## src/rtl/pipe_ctrl_pkg.sv

```systemverilog
// rtl/pipe_ctrl_pkg.sv - shared types and helpers for the pipeline hazard controller
package pipe_ctrl_pkg;

  typedef enum logic {
    RUN      = 1'b0,
    MDU_BUSY = 1'b1
  } hz_state_e;

  localparam logic [4:0] REG_X0 = 5'd0;

  // Width of the MDU countdown; it is loaded with latency-1 and counts to zero.
  function automatic int mdu_cnt_w(input int latency);
    return $clog2(latency + 1);
  endfunction

endpackage

```

## src/rtl/sat_counter.sv

```systemverilog
// rtl/sat_counter.sv - saturating up-counter, sticks at all-ones instead of wrapping
module sat_counter #(
  parameter int W = 16
) (
  input  logic         clk,
  input  logic         rst_n,
  input  logic         inc,
  output logic [W-1:0] cnt
);

  // Count increments, holding at the maximum value once reached.
  always_ff @(posedge clk) begin
    if (!rst_n) begin
      cnt <= '0;
    end else if (inc && (cnt != '1)) begin
      cnt <= cnt + W'(1);
    end
  end

endmodule

```

## src/rtl/hazard_controller.sv

```systemverilog
// rtl/hazard_controller.sv - stall/flush/bubble sequencer for load-use, redirect and MDU hazards
module hazard_controller
  import pipe_ctrl_pkg::*;
#(
  parameter int MDU_LATENCY = 4,
  parameter int CNT_W       = 16
) (
  input  logic             i_clk,
  input  logic             i_rst_n,
  input  logic [4:0]       i_rs1_addrD,
  input  logic [4:0]       i_rs2_addrD,
  input  logic             i_rs1_useD,
  input  logic             i_rs2_useD,
  input  logic [4:0]       i_rd_addrE,
  input  logic             i_rd_wrenE,
  input  logic             i_mem_rdenE,
  input  logic             i_redirectE,
  input  logic             i_mdu_reqE,
  output logic             o_stallF,
  output logic             o_stallD,
  output logic             o_stallE,
  output logic             o_flushD,
  output logic             o_flushE,
  output logic             o_bubbleM,
  output logic             o_mdu_start,
  output logic             o_mdu_validE,
  output logic             o_busy,
  output logic [CNT_W-1:0] o_stall_cycles
);

  localparam int CW = mdu_cnt_w(MDU_LATENCY);

  hz_state_e        state;
  hz_state_e        state_nxt;
  logic [CW-1:0]    cnt;
  logic [CW-1:0]    cnt_nxt;
  logic             luse;
  logic [CNT_W-1:0] perf_cnt;

  // Load in EX whose destination is read by the ID instruction; x0 never creates a hazard.
  assign luse = i_mem_rdenE & i_rd_wrenE & (i_rd_addrE != REG_X0) &
                ((i_rs1_useD & (i_rs1_addrD == i_rd_addrE)) |
                 (i_rs2_useD & (i_rs2_addrD == i_rd_addrE)));

  // Pipeline controls and next FSM state; MDU dominates, then redirect, then load-use.
  always_comb begin
    o_stallF     = 1'b0;
    o_stallD     = 1'b0;
    o_stallE     = 1'b0;
    o_flushD     = 1'b0;
    o_flushE     = 1'b0;
    o_bubbleM    = 1'b0;
    o_mdu_start  = 1'b0;
    o_mdu_validE = 1'b0;
    state_nxt    = state;
    cnt_nxt      = cnt;
    if (!i_rst_n) begin
      o_flushD  = 1'b1;
      o_flushE  = 1'b1;
      state_nxt = RUN;
      cnt_nxt   = '0;
    end else if (state == MDU_BUSY) begin
      if (cnt != '0) begin
        o_stallF  = 1'b1;
        o_stallD  = 1'b1;
        o_stallE  = 1'b1;
        o_bubbleM = 1'b1;
        cnt_nxt   = cnt - CW'(1);
      end else begin
        // Release cycle: the still-asserted request belongs to this same op, so no relaunch.
        o_mdu_validE = 1'b1;
        state_nxt    = RUN;
      end
    end else if (i_mdu_reqE) begin
      o_mdu_start = 1'b1;
      o_stallF    = 1'b1;
      o_stallD    = 1'b1;
      o_stallE    = 1'b1;
      o_bubbleM   = 1'b1;
      cnt_nxt     = CW'(MDU_LATENCY - 1);
      state_nxt   = MDU_BUSY;
    end else if (i_redirectE) begin
      o_flushD = 1'b1;
      o_flushE = 1'b1;
    end else if (luse) begin
      o_stallF = 1'b1;
      o_stallD = 1'b1;
      o_flushE = 1'b1;
    end
  end

  // FSM state and MDU countdown registers.
  always_ff @(posedge i_clk) begin
    if (!i_rst_n) begin
      state <= RUN;
      cnt   <= '0;
    end else begin
      state <= state_nxt;
      cnt   <= cnt_nxt;
    end
  end

  // Only one class of EX instruction can be present at a time.
  always_ff @(posedge i_clk) begin
    if (i_rst_n) begin
      assert ($onehot0({i_mdu_reqE, i_mem_rdenE, i_redirectE}))
        else $error("hazard_controller: conflicting EX instruction classes");
    end
  end

  sat_counter #(
    .W(CNT_W)
  ) u_stall_cnt (
    .clk   (i_clk),
    .rst_n (i_rst_n),
    .inc   (o_stallF),
    .cnt   (perf_cnt)
  );

  assign o_busy         = i_rst_n & (state == MDU_BUSY);
  assign o_stall_cycles = i_rst_n ? perf_cnt : '0;

endmodule

```

## config.mk

```make
export PLATFORM = sky130hd
export DESIGN_NAME = hazard_controller
export DESIGN_NICKNAME = d
export VERILOG_FILES = /design/src/rtl/pipe_ctrl_pkg.sv /design/src/rtl/sat_counter.sv /design/src/rtl/hazard_controller.sv
export SDC_FILE = /design/constraint.sdc
export NUM_CORES = 1
export LEC_CHECK = 0
export ABC_AREA = 0
export CAP_MARGIN = 20
export CELL_PAD_IN_SITES_DETAIL_PLACEMENT = 1
export CELL_PAD_IN_SITES_GLOBAL_PLACEMENT = 1
export CORE_MARGIN = 2
export CORE_UTILIZATION = 34
export DETAILED_ROUTE_END_ITERATION = 10
export PLACE_DENSITY_LB_ADDON = 0.2
export SLEW_MARGIN = 20
export SYNTH_ARGS = -nofsm -noshare
export SYNTH_HDL_FRONTEND = slang
export SYNTH_SLANG_ARGS = --single-unit
```

## constraint.sdc

```tcl
create_clock -name i_clk -period 3.1 [get_ports i_clk]
set_input_delay 0.465 -clock i_clk [delete_from_list [all_inputs] [get_ports i_clk]]
set_output_delay 0.465 -clock i_clk [all_outputs]
set_load 0.01 [all_outputs]
```

==> results of run 1 <==
## area by class of cell
type                       instances  area [um^2]
multi-input combinational        131          873
clock buffer                       4         55.1
inverter                           5         18.8
timing repair buffer              51          500
sequential                        20          400
fill                             448         1840
tap                               48         60.1
## logic make-up after synthesis
group,count (synthesis),share of synthesized area
AND/OR/NAND/NOR,84,0.358
adder cells (fa/ha/maj),3,0.0277
multiplexers,7,0.0571
flip-flops,20,0.295
AO/OA/AOI/OAI,26,0.130
XOR/XNOR,11,0.0710
buffers and inverters,15,0.0617
## power by group
part	internal, mW	switching (mW)
clock	0.113	0.0828
sequential	0.264	0.00793
combinational	0.0754	0.0655
total	0.452	0.156
## worst min path at each step
stage / endpoint / cells after the start / slack (ps) / from
after floorplan: cnt[0]$_SDFFE_PN0P_ / 1 / 450 / cnt[0]$_SDFFE_PN0P_
after global placement: cnt[0]$_SDFFE_PN0P_ / 1 / 460 / cnt[0]$_SDFFE_PN0P_
after detailed placement: u_stall_cnt.cnt[8]$_SDFFE_PN0P_ / 1 / 490 / u_stall_cnt.cnt[8]$_SDFFE_PN0P_
after CTS: u_stall_cnt.cnt[8]$_SDFFE_PN0P_ / 1 / 500 / u_stall_cnt.cnt[8]$_SDFFE_PN0P_
after global routing: u_stall_cnt.cnt[14]$_SDFFE_PN0P_ / 2 / 530 / u_stall_cnt.cnt[14]$_SDFFE_PN0P_
final: u_stall_cnt.cnt[8]$_SDFFE_PN0P_ / 1 / 510 / u_stall_cnt.cnt[8]$_SDFFE_PN0P_
## placed cells by master (no fill, tap or decap), types with 2 or more instances in the layout
cell,n
inv_1,5
o31ai_1,3
nand2_1,12
nand3_1,5
nor2_1,14
nand4_1,7
clkdlybuf4s50_1,47
nor2b_1,2
nand2b_1,2
buf_4,4
nor3_1,5
and2_1,19
mux2_2,5
a311oi_1,2
clkbuf_8,4
ha_1,3
dfxtp_1,20
or3_1,2
a21oi_1,7
xnor2_1,11
or3_2,3
o21ai_0,9
## metrics by stage
step                      worst slack (ps)  cell area [um^2]
final                                  200              1910
after global routing                  59.8              1910
after CTS                              177              1910
after detailed placement               188              1850
after global placement                 249              1850
after floorplan                        925              1360
## per-layer routing
layer / vias up / wire length [um] / track usage
li1: 669 / - / -
met1: 659 / 1750 / 0.220
met2: 43 / 1830 / 0.308
met3: 2 / 289 / 0.0250
met4: 0 / 22 / 0.0612
met5: - / 0 / 0
## state kept, by name, indices dropped and copies added (netlist names)
register         flops
cnt                  3
state                1
u_stall_cnt.cnt     16
==> results.json, run 1 <==
{
  "status": "finished clean",
  "synth_warnings": 0,
  "ant_nets": 0,
  "clock_sinks": 20,
  "path_common_cell": "clkdlybuf4s50_1",
  "grt_pass1_vias": 1362,
  "die_h_um": 67.2,
  "start_util": 0.363,
  "cpPeakStageDelay_ps": 560,
  "clkTransAtPathRegs_ps": 80,
  "arrival_ps": 2440,
  "rsz0062_at_grt": "no",
  "io_pins": 48,
  "drcViolationCount": 0,
  "cp_max_fo": 3,
  "async_flop_share": 0,
  "vias": 1373,
  "viasPerCell": 5.30,
  "std_cell_rows": 22,
  "worstSetupStartpointType": "input pin",
  "firstDrtPassIters": 4,
  "synth_seq_cells": 20,
  "crit_start": "i_rd_addrE[3]",
  "synth-edff-count": 0,
  "synth.avg_cell_area_um2": 8.18,
  "yosysTopAreaCell": "dfxtp_1",
  "areaGrowthSynthToFinish_pct": 40.6,
  "root_buffer": "clkbuf_8",
  "cp.required_ps": 2630,
  "insertion_delay_ps": 250,
  "diodes": 0,
  "totalPowerFinal_uw": 609,
  "worst_path_max_delay_cell": "clkdlybuf4s50_1",
  "gp_congestion": 0.756,
  "syn_area_mm2": 0.00136,
  "synthTopCellsByCount": "dfxtp_1 (20), and2_1 (19), nor2_1 (14)",
  "crit_type": "in -> out",
  "rrSetupSlack_ps": 960,
  "crit_family": "buffers and inverters",
  "cp_num_buf_inv": 2,
  "antenna_found_initial": 0,
  "cts_inserted_buffers": 3,
  "setup_viol": 0,
  "max_freq_ghz": 0.345,
  "hold_buffers": 0,
  "wl_per_cell_um": 15.0,
  "min_period_ps": 2900,
  "finish.utilization": 0.510,
  "finalHoldViolCount": 0,
  "p_leak_nw": 0.679,
  "cap_violations": 0,
  "drt_iter0_markers": 25,
  "fin_setup_tns_ps": 0,
  "synth_top_area_frac": 0.295,
  "fin_worst_skew_ps": 5.59,
  "synth_fp_nets": 192,
  "irDropWorstVdd_mv": 0.174,
  "synthCells": 166,
  "synth_cell_types": 44,
  "drive_gt1_frac": 0.123,
  "portBuffers": 47,
  "gr-usage-all-layers": 0.176,
  "post-route-period-util": 0.935,
  "core_area_mm2": 0.00374,
  "wirelength_um": 3890,
  "grt_pass1_wl_um": 6240,
  "worstMarginPinSlew_ps": 455,
  "synthFlopType": "dfxtp_1",
  "pwr_density_cell_mw_per_mm2": 319,
  "worst_hold_slack_ps": 506,
  "slew_headroom": 0.696,
  "crit_end": "o_stallD",
  "grt_overflow": 0,
  "die_w_um": 67.2,
  "path_cells": "clkdlybuf4s50_1 > xnor2_1 > nand4_1 > o22ai_1 > a21boi_2 > nor2_1 > clkdlybuf4s50_1",
  "worst_r2r_path_depth": 7,
  "synth.most_common_cell": "dfxtp_1",
  "post_cts_buffers": 0,
  "r2r_start": "u_stall_cnt.cnt[2]$_SDFFE_PN0P_",
  "maxSlewViolCount": 0,
  "dp_cells": 255,
  "max-clock-path-buffers": 2,
  "crit_path_end_kind": "primary output",
  "hp-class": "reg -> reg",
  "cts_resized": 0,
  "nets": 238,
  "worstReg2RegEnd": "u_stall_cnt.cnt[2]$_SDFFE_PN0P_",
  "die_area_mm2": 0.00451,
  "ys_seq_area_frac": 0.295,
  "finalNonFillerCells": 259,
  "grt_max_degree": 15,
  "cts_tree": "built",
  "yosys-top-cells-area": "dfxtp_1 (29%), and2_1 (8.8%), xnor2_1 (7.1%), mux2_2 (4.1%), nor2_1 (3.9%)",
  "dp_hpwl_um": 2990,
  "crit_cells": 7,
  "htreeDepth": 1
}
Power figures use the tool's default switching activity.
==> run 2: changes to the inputs <==
--- a/config.mk
+++ b/config.mk
@@ -6,13 +6,13 @@
 export NUM_CORES = 1
 export LEC_CHECK = 0
 export ABC_AREA = 0
-export CAP_MARGIN = 20
 export CELL_PAD_IN_SITES_DETAIL_PLACEMENT = 1
 export CELL_PAD_IN_SITES_GLOBAL_PLACEMENT = 1
 export CORE_MARGIN = 2
 export CORE_UTILIZATION = 34
 export DETAILED_ROUTE_END_ITERATION = 10
 export PLACE_DENSITY_LB_ADDON = 0.2
+export SKIP_LAST_GASP = 1
 export SLEW_MARGIN = 20
 export SYNTH_ARGS = -nofsm -noshare
 export SYNTH_HDL_FRONTEND = slang
==> results of run 2 <==
The final DEF is identical to that of run 1; final timing and power are the same.
==> run 3: changes to the inputs <==
--- a/config.mk
+++ b/config.mk
@@ -12,6 +12,7 @@
 export CORE_UTILIZATION = 34
 export DETAILED_ROUTE_END_ITERATION = 10
 export PLACE_DENSITY_LB_ADDON = 0.2
+export REMOVE_ABC_BUFFERS = 1
 export SKIP_LAST_GASP = 1
 export SLEW_MARGIN = 20
 export SYNTH_ARGS = -nofsm -noshare
==> results.json, run 3 (synthesis gave the netlist of run 1 again) <==
{
  "grt_pass1_wl_um": 6120,
  "diodes": 0,
  "hold_buffers": 0,
  "post_cts_buffers": 0,
  "totalPowerFinal_uw": 613,
  "top_regs": "u_stall_cnt.cnt x16, cnt x3, state x1",
  "worstSetupStartpointType": "input pin",
  "drt_iter0_markers": 19,
  "wirelength_um": 3870,
  "cts_inserted_buffers": 3,
  "maxSlewViolCount": 0,
  "vias": 1349,
  "clkTransAtPathRegs_ps": 70,
  "p_leak_nw": 0.684,
  "grt_pass1_vias": 1344,
  "firstDrtPassIters": 4,
  "drive_gt1_frac": 0.127,
  "fin_worst_skew_ps": 6.96,
  "regMostFlops": "u_stall_cnt.cnt",
  "std_cell_rows": 22,
  "gr-usage-all-layers": 0.177,
  "setup_viol": 0,
  "dp_cells": 256,
  "grt_overflow": 0,
  "multiInputGateArea_um2": 873,
  "drcViolationCount": 0,
  "io_pins": 48,
  "root_buffer": "clkbuf_8",
  "largest_reg_flops": 16,
  "cp.required_ps": 2630,
  "insertion_delay_ps": 260,
  "finalNonFillerCells": 260,
  "path_cells": "clkdlybuf4s50_1 > xnor2_1 > nand4_1 > o22ai_1 > a21boi_2 > nor2_1 > clkdlybuf4s50_1",
  "dp_hpwl_um": 3080,
  "nets": 239,
  "worstMarginPinSlew_ps": 429,
  "start_util": 0.363,
  "finalHoldViolCount": 0,
  "cts_resized": 0,
  "layout_common_cells": "clkdlybuf4s50_1 (47), dfxtp_1 (20), and2_1 (19), nor2_1 (14), nand2_1 (12)",
  "worst_path_max_delay_cell": "clkdlybuf4s50_1",
  "clock_sinks": 20,
  "die_w_um": 67.2,
  "hp-class": "reg -> reg",
  "arrival_ps": 2440,
  "cpPeakStageDelay_ps": 570,
  "seqCellArea_um2": 400,
  "max_freq_ghz": 0.344,
  "post-route-period-util": 0.938,
  "cts_tree": "built",
  "viasPerCell": 5.19,
  "cp_num_buf_inv": 2,
  "status": "finished clean",
  "min_period_ps": 2910,
  "path_common_cell": "clkdlybuf4s50_1",
  "fin_setup_tns_ps": 0,
  "slew_headroom": 0.714,
  "core_area_mm2": 0.00374,
  "wl_per_cell_um": 14.9,
  "cap_violations": 0,
  "die_area_mm2": 0.00451,
  "areaGrowthSynthToFinish_pct": 41.1,
  "irDropWorstVdd_mv": 0.216,
  "fill_cells": 467,
  "final_common_cell": "clkdlybuf4s50_1",
  "max-clock-path-buffers": 2,
  "cp_max_fo": 3,
  "pwr_density_cell_mw_per_mm2": 320,
  "crit_type": "in -> out",
  "gp_congestion": 0.817,
  "grt_max_degree": 15,
  "antenna_found_initial": 0,
  "portBuffers": 47,
  "rsz0062_at_grt": "no",
  "die_h_um": 67.2,
  "ant_nets": 0,
  "crit_family": "buffers and inverters",
  "htreeDepth": 1,
  "crit_path_end_kind": "primary output"
}
## run 3: cell count changes in the layout (fill, tap and decap cells not counted), sizes merged
cell,delta
buf,+1
## run 3: worst paths after layout
| kind | slack, ps | cells past startpoint | end | start |
|---|---|---|---|---|
| worst max-delay path | 190 | 7 | o_stallF | i_rd_addrE[4] |
| worst min-delay path | 480 | 1 | cnt[0]$_SDFFE_PN0P_ | cnt[0]$_SDFFE_PN0P_ |
| worst max register to register | 990 | 8 | u_stall_cnt.cnt[2]$_SDFFE_PN0P_ | u_stall_cnt.cnt[0]$_SDFFE_PN0P_ |
| worst min register to register | 480 | 1 | cnt[0]$_SDFFE_PN0P_ | cnt[0]$_SDFFE_PN0P_ |
## run 3: power by group
| group | switching (mW) | total, mW | internal, mW |
|---|---|---|---|
| Combinational | 0.0643 | 0.141 | 0.0767 |
| Sequential | 0.00767 | 0.272 | 0.264 |
| Clock | 0.0875 | 0.201 | 0.113 |
| Total | 0.159 | 0.613 | 0.454 |
## run 3: layout make-up
| class | instances | area share |
|---|---|---|
| Tap cell | 48 | 0.0314 |
| Timing Repair Buffer | 52 | 0.265 |
| Sequential cell | 20 | 0.209 |
| Inverter | 5 | 0.00980 |
| Clock buffer | 4 | 0.0287 |
| Multi-Input combinational cell | 131 | 0.456 |
## run 3: stage by stage
stage          utilization  setup slack (ps)  hold slack (ps)  area (um^2)
2_1_floorplan            -               966              448         1290
3_3_place_gp         0.497               243              461         1860
3_5_place_dp         0.497               170              472         1860
4_1_cts              0.512               160              485         1920
5_1_grt              0.512              28.8              521         1920
6_report             0.512               193              478         1920
## run 3: layer usage
metal  track usage  routed length, um  up-vias
met3        0.0417                337        5
met4        0.0536                 45        0
met1         0.210               1650      620
li1              -                  -      679
met5             0                  0        -
met2         0.317               1830       45
## run 3: worst reg2reg max path, stage by stage, from the launching register on
cell and delay [ps]:
dfxtp_1 400, ha_1 250, nand4_1 140, nor4_2 280
and4b_4 260, a21oi_2 260, buf_4 220, xnor2_1 60
and2_1 150
==> variant, RTL diff (settings of run 1) <==
Change the parameter `MDU_LATENCY` from 4 to 6.
--- a/src/rtl/hazard_controller.sv
+++ b/src/rtl/hazard_controller.sv
@@ -3,5 +3,5 @@
   import pipe_ctrl_pkg::*;
 #(
-  parameter int MDU_LATENCY = 4,
+  parameter int MDU_LATENCY = 6,
   parameter int CNT_W       = 16
 ) (
Function: changed (Yosys sat finds a counterexample within 10 cycles, from zero or initial values and one cycle with i_rst_n low).
==> variant against run 1 <==
Register-to-register slack lost 0.18 ns; global-route usage grew 2.9 points; design area grew 1.5%; setup slack lost 0.072 ns; routed wire length grew 6.8%; cell count grew 1.5%; power grew 7.0%; clock power grew 6%; utilization shrank 1.8 points; synthesized area grew 0.74%; sequential cell count is the same; via count grew 1.4%; largest cell class unchanged; largest power group unchanged.
==> variant: results (changes against run 1) <==
Status - finished, final reports clean
Placed Area - 0.001878 mm² (+1.4%)
Final non-clock buffer share - 26.23% (about the same)
Fill count - 479 (+6.9%)
Share of layout cells above drive strength 1 - 10.80% (-1.5 points)
Distinct cells, synth - 40 (-9.1%)
First-pass GRT wire length - 7051 µm (+13%)
Post-synth top cells - 20 x dfxtp_1, 16 x nand2_1, 14 x and2_1
Clock-cell share - 2.842% (-0.043 points)
Reg2reg end - u_stall_cnt.cnt[9]
CP startpoint - i_rd_addrE[4]
Routing usage on met2 - 36.39% (+5.6 points)
Metal3 WL - 106 µm (-63%)
Met2 wire length - 2165 µm (+18%)
Std cell rows - 23 (+4.5%)
Met1 wire length - 1824 µm (+4.2%)
Area added between synthesis and finish - 41.63%
Pint - 0.0004646 W (+2.7%)
Seq. pwr - 0.000278 W (+2%)
Compound-Gate Fraction of Synth Area - 12.63% (-0.37 points)
Mux cell area share after synthesis - 10.52% (+4.8 points)
Routability cong. - 0.7777 (+2.9%)
Leak pwr - 0.7699 nW (+13%)
Met1 GRT Util - 25.28% (+3.3 points)
Hold Worst Slack - 0.4938 ns (-0.01178 ns)
WL/cell - 15.80 µm (+5.1%)
Post-synthesis xor/xnor area fraction - 6.404% (-0.69 points)
Worst clock skew - 0.003555 ns (-0.002033 ns)
GRT met3 Usage - 4.000% (+1.5 points)
Drt first-iter violations - 35 (+40%)
Top cells by area, synth - dfxtp_1 29%, and2_1 6.4%, xnor2_1 6.4%, mux2_2 5.8%, nand2_1 4.4%
Final non-filler cell total - 263 (+1.5%)
Slew @ Worst Pin - 0.5050 ns (+0.04971 ns)
PwrDens - 336.3 mW/mm² (+5.4%)
Peak supply drop - 183.9 µV (+5.4%)
R2r startpoint - cnt[0]
-- variant: cell count changes after synthesis, moves of 3 or more --
cell,delta
nand3_1,+3
a21oi_1,-3
o21ai_0,-7
inv_1,+5
and2_1,-5
mux2i_1,+4
nand2_1,+4
-- variant: worst max-delay path, stage by stage --
cell and delay [ns]:
clkdlybuf4s50_1 0.54, xnor2_1 0.15, nand4_1 0.18, o22ai_1 0.22
nand4_1 0.15, o31ai_1 0.22, clkdlybuf4s50_1 0.58
-- variant: how the worst max path moves through the flow --
| stage | end | slack (ns) | cells after the start |
|---|---|---|---|
| floorplan | u_stall_cnt.cnt[9] | 0.84 | 8 |
| global placement | o_stallD | 0.21 | 7 |
| detailed placement | o_stallF | 0.05 | 7 |
| CTS | o_stallF | 0.05 | 7 |
| global route | o_flushE | -0.004 | 7 |
| finish | o_flushE | 0.13 | 7 |
-- variant: what timing repair did --
action                                 CTS  global route
endpoints found under the hold margin    0             0
hold buffers                             0             0
setup endpoints to repair                0             2
gates resized for setup                  0             2
